## config.mk

```make
export PLATFORM = sky130hd
export DESIGN_NAME = hazard_scoreboard
export DESIGN_NICKNAME = d
export VERILOG_FILES = /design/src/rtl/hazard_scoreboard.sv
export SDC_FILE = /design/constraint.sdc
export NUM_CORES = 1
export LEC_CHECK = 0
export CAP_MARGIN = 20
export CORE_ASPECT_RATIO = 2
export CORE_MARGIN = 2
export CORE_UTILIZATION = 52
export DETAILED_ROUTE_END_ITERATION = 8
export PLACE_DENSITY = 0.82
export SLEW_MARGIN = 30
export SYNTH_ARGS = -nofsm -noshare
export SYNTH_HDL_FRONTEND = slang
export SYNTH_SLANG_ARGS = --single-unit
```

## constraint.sdc

```tcl
create_clock -name clock -period 3.1 [get_ports clock]
set_input_delay 0.62 -clock clock [delete_from_list [all_inputs] [get_ports clock]]
set_output_delay 0.62 -clock clock [all_outputs]
set_load 0.01 [all_outputs]
```

## src/rtl/hazard_scoreboard.sv

```systemverilog
// Register write-in-flight scoreboard: per-GPR outstanding-write counters drive the read-stage stall,
// with a pending mask, a sticky spurious-write-back flag and a saturating stall-cycle counter for debug.
module hazard_scoreboard #(
    parameter int GPR_COUNT       = 8,
    parameter int GPR_SIZE        = 3,
    parameter int CNT_WIDTH       = 2,
    parameter int STALL_CNT_WIDTH = 16
) (
    input  logic                       clock,
    input  logic                       reset,
    input  logic                       flush,
    input  logic                       issue_valid,
    input  logic                       dest_valid,
    input  logic [GPR_SIZE-1:0]        dest,
    input  logic                       src0_valid,
    input  logic [GPR_SIZE-1:0]        src0,
    input  logic                       src1_valid,
    input  logic [GPR_SIZE-1:0]        src1,
    input  logic                       wb_valid,
    input  logic [GPR_SIZE-1:0]        wb_address,
    output logic                       stall,
    output logic [GPR_COUNT-1:0]       pending,
    output logic                       wb_error,
    output logic [STALL_CNT_WIDTH-1:0] stall_cycles
);

    logic [CNT_WIDTH-1:0]       cnt_q [GPR_COUNT];
    logic [CNT_WIDTH-1:0]       cnt_d [GPR_COUNT];
    logic                       wb_error_q, wb_error_d;
    logic [STALL_CNT_WIDTH-1:0] stall_cycles_q, stall_cycles_d;
    logic                       accept;

    always_comb begin
        pending = '0;
        for (int unsigned i = 0; i < GPR_COUNT; i++) begin
            pending[i] = (cnt_q[i] != '0);
        end
    end

    // No write-back bypass: a completion in this cycle does not lift the stall until the next one.
    always_comb begin
        stall = issue_valid &&
                ((src0_valid && pending[src0]) ||
                 (src1_valid && pending[src1]) ||
                 (dest_valid && (cnt_q[dest] == '1)));
    end

    assign accept = issue_valid && !stall && !flush;

    always_comb begin
        for (int unsigned i = 0; i < GPR_COUNT; i++) begin
            logic inc;
            logic dec;
            inc      = accept && dest_valid && (dest == GPR_SIZE'(i));
            dec      = wb_valid && (wb_address == GPR_SIZE'(i)) && (cnt_q[i] != '0);
            cnt_d[i] = cnt_q[i];
            if (flush) begin
                cnt_d[i] = '0;
            end else if (inc && !dec) begin
                cnt_d[i] = cnt_q[i] + 1'b1;
            end else if (dec && !inc) begin
                cnt_d[i] = cnt_q[i] - 1'b1;
            end
        end
    end

    always_comb begin
        wb_error_d = wb_error_q;
        if (wb_valid && !flush && (cnt_q[wb_address] == '0)) begin
            wb_error_d = 1'b1;
        end
        stall_cycles_d = stall_cycles_q;
        if (stall && (stall_cycles_q != '1)) begin
            stall_cycles_d = stall_cycles_q + 1'b1;
        end
    end

    always_ff @(posedge clock or posedge reset) begin
        if (reset) begin
            for (int unsigned i = 0; i < GPR_COUNT; i++) begin
                cnt_q[i] <= '0;
            end
            wb_error_q     <= 1'b0;
            stall_cycles_q <= '0;
        end else begin
            for (int unsigned i = 0; i < GPR_COUNT; i++) begin
                cnt_q[i] <= cnt_d[i];
            end
            wb_error_q     <= wb_error_d;
            stall_cycles_q <= stall_cycles_d;
        end
    end

    assign wb_error     = wb_error_q;
    assign stall_cycles = stall_cycles_q;

endmodule

```

==> results of run 1 <==
-- sequential cells by signal (all words and copies together), names as in the netlist --
| signal | cells |
|---|---|
| cnt_q | 16 |
| stall_cycles | 16 |
| wb_error | 1 |
-- layout make-up --
class / instances / area (um2)
sequential: 33 / 826
inverter: 12 / 45.0
timing repair buffer: 67 / 614
fill: 342 / 1240
clock inverter: 2 / 10.0
multi-input combinational: 203 / 1420
clock buffer: 6 / 72.6
tap: 54 / 67.6
-- power breakdown --
| group | total [mW] | internal (mW) | switching [mW] | leakage, nW |
|---|---|---|---|---|
| Combinational | 0.281 | 0.152 | 0.129 | 0.889 |
| Sequential | 0.511 | 0.465 | 0.0459 | 0.448 |
| Clock | 0.321 | 0.156 | 0.165 | 0.0450 |
-- stage by stage --
step                setup slack (ns)  util (%)  hold slack [ns]   TNS [ns]
floorplan                      0.434         -            0.512          0
global placement              -0.183      68.3            0.474     -0.183
detailed placement            -0.226      68.3            0.495     -0.226
CTS                          0.00465      70.6            0.505          0
global route               -0.000507      71.1            0.514  -0.000507
finish                        0.0383      71.1            0.501          0
-- per-layer routing --
layer  track usage (%)  routed length, um
met1              26.9               2090
met2              49.9               3560
met3              4.43                227
met4              23.5                550
met5                 0                  0
-- final timing paths --
path                                        from          endpoint  slack [ns]  cells past startpoint
worst max register to register          cnt_q[8]   stall_cycles[1]        0.70                      7
min in group asynchronous                  reset   stall_cycles[0]        0.71                      3
max in group asynchronous                  reset  stall_cycles[10]        2.06                      3
worst max-delay path                     src0[1]             stall        0.04                      7
worst min register to register  stall_cycles[14]  stall_cycles[14]        0.50                      1
worst min-delay path            stall_cycles[14]  stall_cycles[14]        0.50                      1
-- logic make-up (layout without fill, tap and decap cells) --
| group | count (synthesis) | count (layout) | synth area share, % |
|---|---|---|---|
| compound gates | 38 | 38 | 12.3 |
| xor+xnor | 26 | 26 | 9.89 |
| fa+ha+maj | 1 | 1 | 0.543 |
| buf+inv | 17 | 87 | 3.48 |
| flops | 33 | 33 | 35.8 |
| mux | 5 | 5 | 4.40 |
| simple gates | 133 | 133 | 33.6 |
-- worst max-delay path, stage by stage --
cell and delay, ns:
clkdlybuf4s50_1 0.51, or4b_1 0.47, o2111ai_2 0.13, a2bb2oi_4 0.19, and3_4 0.20, nor2b_1 0.04
dlygate4sd2_1 0.28
-- cell usage after synthesis, drive strengths merged (2+ instances only) --
cell type / instances
dfrtp: 33
nor2: 25
nand3: 19
nand2: 17
nor3: 16
xor2: 15
inv: 12
nand4: 11
xnor2: 11
a21oi: 9
and2: 9
o21ai: 9
o21bai: 6
nor3b: 5
nor4: 5
and3: 4
and4: 4
mux4: 4
nor2b: 4
or2: 4
buf: 3
nor4b: 3
a2111oi: 2
a2bb2oi: 2
a311oi: 2
clkbuf: 2
nand3b: 2
o211ai: 2
or4b: 2
-- what timing repair did --
item / CTS / global route
setup endpoints to repair: 1 / 1
buffers inserted: 0 / 2
cloned: 0 / 0
pin swaps: 0 / 2
resized for setup: 3 / 2
==> impl_metrics.toml, run 1 <==
[pwr]
total_power_mw = 1.11
power_density_mw_per_mm2 = 364
leakage_nw = 1.38
ir_worst_vdd_mv = 0.319

[clock_tree]
cts_buffer_depth = 2
clk_latency_ns = 0.30
cts-root-buf = "clkbuf_8"
hold_buffers = 0
path_clk_slew_ns = 0.07
cts_tree = "yes"
cts_buffers = 5
cts_sinks = 33
htreeDepth = 2

[grt]
grt_pass1_wl_um = 10600
grt-ovfl-total = 0
grt_max_degree = 34
grt_use_total_pct = 28.2
antenna_found_initial = 0
grt_pass1_vias = 2324

[cells_and_area]
finalInstanceArea_mm2 = 0.00306
nNetsFinal = 343
areaGrowthSynthToFinish_pct = 32.7
antenna_cells = 0
final_cell_mix = "clkdlybuf4s50_1 (44), dfrtp_1 (33), nor2_1 (25)"
final_common_cell = "clkdlybuf4s50_1"
drive_gt1_share_pct = 16.4
final_cells = 377

[placed_design]
dp.cells = 367
dpl_cell_area_mm2 = 0.00294
dp_hpwl_um = 5090
port_buffers = 45
gp_congestion = 0.969

[synth]
syn_area_per_cell_um2 = 9.10
syn_inst = 253
synthFlopType = "dfrtp_1"
ys_seq_area_share_pct = 35.9
ys_types = 49
yosysTopAreaCellShare_pct = 35.9
async_reset_ff_share_pct = 100
synth.cell_area_mm2 = 0.00230
synth_edf_count = 0
synth_nets = 274
yosysTopAreaCell = "dfrtp_1"
synth.area.top_cells = "dfrtp_1 (36%), xor2_1 (5.7%), xnor2_1 (4.2%)"
synth_warnings = 0
ys_ff_latch = 33

[detailed_routing]
drt_pre_antenna_iters = 4
viasPerCell = 6.02
ant_nets = 0
drtIter0Drc = 76
vias = 2271
wire_per_inst_um = 17.0
drc = 0
routed_wirelength_um = 6430

[sta]
layout_min_cycle_time_ns = 3.06
max_clock_freq_ghz = 0.327
relSlewSlack_pct = 70.7
skew_ns = 0.00491
timing.final.crit_share_pct = 98.8
maxSlewViolCount = 0
hold_viol_final = 0
setup_violations = 0
max_slew.worst_pin.slew_ns = 0.439

[floorplanning]
num_rows = 34
ios = 46
start_util_pct = 53.6
fp.dieH_um = 98.1
coreArea_mm2 = 0.00430
die_w_um = 51.1
dieArea_mm2 = 0.00501

[worst_setup_path]
cp_data_arrival_time_ns = 2.44
cp.required_ns = 2.48
cp_max_fo = 3
end_kind = "output port"
path_class = "in -> out"
worstSetupStartpointType = "primary input"

[worst_hold_path]
min_path_type = "reg -> reg"

[run]
max_cap_viol_count = 0

[status]
status = "completed"
No activity file was read; power rests on OpenSTA's default activity.
==> run 2: changes to the inputs <==
--- a/config.mk
+++ b/config.mk
@@ -6,7 +6,6 @@
 export NUM_CORES = 1
 export LEC_CHECK = 0
 export CAP_MARGIN = 20
-export CORE_ASPECT_RATIO = 2
 export CORE_MARGIN = 2
 export CORE_UTILIZATION = 52
 export DETAILED_ROUTE_END_ITERATION = 8
==> impl_metrics.toml, run 2 (synthesis results as in run 1) <==
[cells_and_area]
final_common_cell = "clkdlybuf4s50_1"
drive_gt1_share_pct = 15.1
nNetsFinal = 337
final_cell_mix = "clkdlybuf4s50_1 (40), dfrtp_1 (33), nor2_1 (25)"
areaGrowthSynthToFinish_pct = 30.0
final_cells = 369
fin_util_pct = 69.3
nFillCells = 353
antenna_cells = 0

[pwr]
power_density_mw_per_mm2 = 370
leakage_nw = 1.35
ir_worst_vdd_mv = 0.422

[sta]
hold_viol_final = 0
hold_ws_ns = 0.469
relSlewSlack_pct = 67.3
skew_ns = 0.00863
rsz0062_at_grt = "no"
max_clock_freq_ghz = 0.331
maxSlewViolCount = 0
max_slew.worst_pin.slew_ns = 0.478
setup_violations = 0
timing.final.crit_share_pct = 97.5
layout_min_cycle_time_ns = 3.02

[floorplanning]
coreArea_mm2 = 0.00432
ios = 46
die_w_um = 70.6
start_util_pct = 53.3
num_rows = 24
fp.dieH_um = 70.6
dieArea_mm2 = 0.00498

[detailed_routing]
viasPerCell = 5.92
drc = 0
vias = 2185
routed_wirelength_um = 5850
ant_nets = 0
wire_per_inst_um = 15.9
drt_pre_antenna_iters = 4
drtIter0Drc = 237

[clock_tree]
cts_tree = "yes"
clk_latency_ns = 0.29
hold_buffers = 0
cts_sinks = 33
cts_buffer_depth = 2
htreeDepth = 2
path_clk_slew_ns = 0.08
cts_buffers = 5
cts-root-buf = "clkbuf_8"

[run]
max_cap_viol_count = 0

[grt]
grt_max_degree = 34
grt_use_total_pct = 25.2
grt_pass1_wl_um = 9800
grt-ovfl-total = 0
grt_pass1_vias = 2060
antenna_found_initial = 0

[worst_setup_path]
reg2reg_depth = 7
end_kind = "output port"
cp.required_ns = 2.48
path_class = "in -> out"
cp_data_arrival_time_ns = 2.40
cp_max_fo = 4
worstSetupStartpointType = "primary input"

[placed_design]
dp_hpwl_um = 4450
port_buffers = 45
dp.cells = 360
gp_congestion = 0.958

[worst_hold_path]
min_path_type = "reg -> reg"
min_path_cells = 1

[status]
status = "completed"
[run 2: final cells by class]
cell class | count | area, um2 | share of cell area [%]
Clock buffer | 5 | 68.8 | 2.30
Clock inverter | 3 | 17.5 | 0.585
Inverter | 12 | 45.0 | 1.50
Multi-Input combinational cell | 203 | 1410 | 47.0
Sequential cell | 33 | 826 | 27.6
Tap cell | 52 | 65.1 | 2.17
Timing Repair Buffer | 61 | 564 | 18.8
[run 2: report_power, final]
part           switching [mW]  leakage [nW]  internal, mW
clock                   0.171        0.0439         0.155
combinational           0.126         0.861         0.146
sequential             0.0472         0.448         0.465
total                   0.344          1.35         0.765
[run 2: timing repair]
item	CTS	global route
setup buffers	1	0
resized for setup	8	0
endpoints found under the setup margin	1	0
[run 2: critical path, stage by stage]
cell             delay [ns]
clkdlybuf4s50_1        0.43
inv_2                  0.10
mux4_2                 0.54
a2bb2oi_2              0.19
and3_4                 0.21
nor2b_1                0.04
dlygate4sd2_1          0.27
[run 2: worst paths after layout]
check	startpoint	end	slack [ns]
worst max register to register	cnt_q[13]	cnt_q[13]	0.65
min in group asynchronous	reset	wb_error	0.71
worst max-delay path	dest[0]	stall	0.08
max in group asynchronous	reset	stall_cycles[11]	2.08
worst min register to register	wb_error	wb_error	0.47
worst min-delay path	wb_error	wb_error	0.47
[run 2: through the flow]
stage / TNS (ns) / total power, mW / area, um2 / setup WS [ns]
global route: 0 / 1.18 / 3000 / 0.000737
detailed placement: -0.209 / 0.792 / 2900 / -0.209
global placement: -0.157 / 0.786 / 2900 / -0.157
finish: 0 / 1.11 / 3000 / 0.0761
CTS: 0 / 1.12 / 3000 / 0.0787
floorplan: 0 / 0.645 / 2300 / 0.434
[run 2: per-layer routing]
layer | up-vias | track usage (%) | wire (um)
li1 | 1049 | - | -
met1 | 1040 | 36.0 | 2630
met2 | 86 | 37.4 | 2740
met3 | 10 | 6.27 | 391
met4 | 0 | 9.64 | 86
met5 | - | 0 | 0
==> run 3: changes to the inputs <==
--- a/config.mk
+++ b/config.mk
@@ -6,8 +6,10 @@
 export NUM_CORES = 1
 export LEC_CHECK = 0
 export CAP_MARGIN = 20
+export CORE_ASPECT_RATIO = 1.4
 export CORE_MARGIN = 2
 export CORE_UTILIZATION = 52
+export CTS_CLUSTER_SIZE = 8
 export DETAILED_ROUTE_END_ITERATION = 8
 export PLACE_DENSITY = 0.82
 export SLEW_MARGIN = 30
==> impl_metrics.toml, run 3 (synthesis results as in run 1) <==
[cells_and_area]
final_cell_mix = "clkdlybuf4s50_1 (42), dfrtp_1 (33), nor2_1 (25)"
areaGrowthSynthToFinish_pct = 31.4
seq_area_um2 = 826
nFillCells = 347
final_cells = 379
nNetsFinal = 339
final_common_cell = "clkdlybuf4s50_1"
drive_gt1_share_pct = 15.7
antenna_cells = 0
multiInputGateArea_mm2 = 0.00141

[status]
status = "completed"

[placed_design]
dp_hpwl_um = 4570
port_buffers = 45
dp.cells = 371
gp_congestion = 0.928
pre_cts_ws_ns = -0.159

[sta]
timing.final.crit_share_pct = 97.1
hold_viol_final = 0
setup_tns_ns = 0
rsz0062_at_grt = "no"
layout_min_cycle_time_ns = 3.01
fin_ws_ns = 0.0899
max_slew.worst_pin.slew_ns = 0.431
setup_violations = 0
relSlewSlack_pct = 71.2
max_clock_freq_ghz = 0.332
skew_ns = 0.00557
maxSlewViolCount = 0

[detailed_routing]
drc = 0
drtIter0Drc = 121
wire_per_inst_um = 15.5
viasPerCell = 5.77
routed_wirelength_um = 5860
vias = 2187
ant_nets = 0
drt_pre_antenna_iters = 4

[clock_tree]
path_clk_slew_ns = 0.07
postCtsSetupBuffers = 0
cts_sinks = 33
cts_buffers = 5
cts_tree = "yes"
cts-root-buf = "clkbuf_8"
clk_latency_ns = 0.29
htreeDepth = 2
cts_buffer_depth = 2
hold_buffers = 0

[worst_setup_path]
worstSetupStartpoint = "dest[0]"
worstSetupStartpointType = "primary input"
rrSetupSlack_ns = 0.76
path_class = "in -> out"
end_kind = "output port"
cp.required_ns = 2.48
cp_data_arrival_time_ns = 2.39
r2r-start = "cnt_q[10]"
cp_max_fo = 4

[run]
max_cap_viol_count = 0

[grt]
grt_pass1_wl_um = 9510
grt_use_total_pct = 25.9
grt_max_degree = 34
grt-ovfl-total = 0
antenna_found_initial = 0
grt_pass1_vias = 2068

[worst_hold_path]
min_path_type = "reg -> reg"
hp-start = "wb_error"

[pwr]
leakage_nw = 1.37
ir_worst_vdd_mv = 0.234
total_power_mw = 1.11
power_density_mw_per_mm2 = 365

[floorplanning]
die_w_um = 60.3
coreArea_mm2 = 0.00424
num_rows = 28
dieArea_mm2 = 0.00499
start_util_pct = 54.3
ios = 46
fp.dieH_um = 82.8
run 3: cell count changes in the layout (fill, tap and decap cells not counted), sizes merged:
cell	change
buf	+2
dlygate4sd2	-3
dlymetal6s2s	+1
clkdlybuf4s50	+2
run 3: stage by stage:
step                hold WS [ns]  cell area, um2  utilization, %
floorplan                  0.512            2300               -
global placement           0.454            2930            69.1
detailed placement         0.467            2930            69.1
CTS                        0.483            3020            71.2
global route               0.508            3030            71.4
finish                     0.474            3030            71.4
run 3: worst paths after layout:
kind | end | cells past startpoint
min in group asynchronous | cnt_q[7] | 3
min reg2reg | wb_error | 1
max in group asynchronous | cnt_q[13] | 3
max | stall | 7
min | wb_error | 1
max reg2reg | stall_cycles[1] | 7
run 3: where the power goes:
group	leakage [nW]	internal [mW]	switching [mW]
combinational	0.877	0.148	0.126
clock	0.0439	0.155	0.166
sequential	0.448	0.465	0.0453
run 3: layout make-up:
cell class / count / share of cell area, %
Clock buffer: 5 / 2.27
Clock inverter: 3 / 0.579
Inverter: 12 / 1.49
Multi-Input combinational cell: 203 / 46.5
Sequential cell: 33 / 27.3
Tap cell: 60 / 2.48
Timing Repair Buffer: 63 / 19.3
run 3: metal layers:
layer,routed length (um),global-route usage (%)
met2,3020,44.8
met5,0,0
met4,145,12.2
met1,2410,30.2
met3,286,4.83
run 3: what timing repair did:
action                                  4_1_cts  5_1_grt
gates resized for setup                       4        2
endpoints found under the setup margin        1        1
pin swaps                                     1        1
run 3: critical path: stages:
cell,delay [ns]
clkdlybuf4s50_1,0.45
inv_2,0.11
mux4_2,0.53
a2bb2oi_2,0.17
and3_4,0.20
nor2b_1,0.04
dlygate4sd2_1,0.27
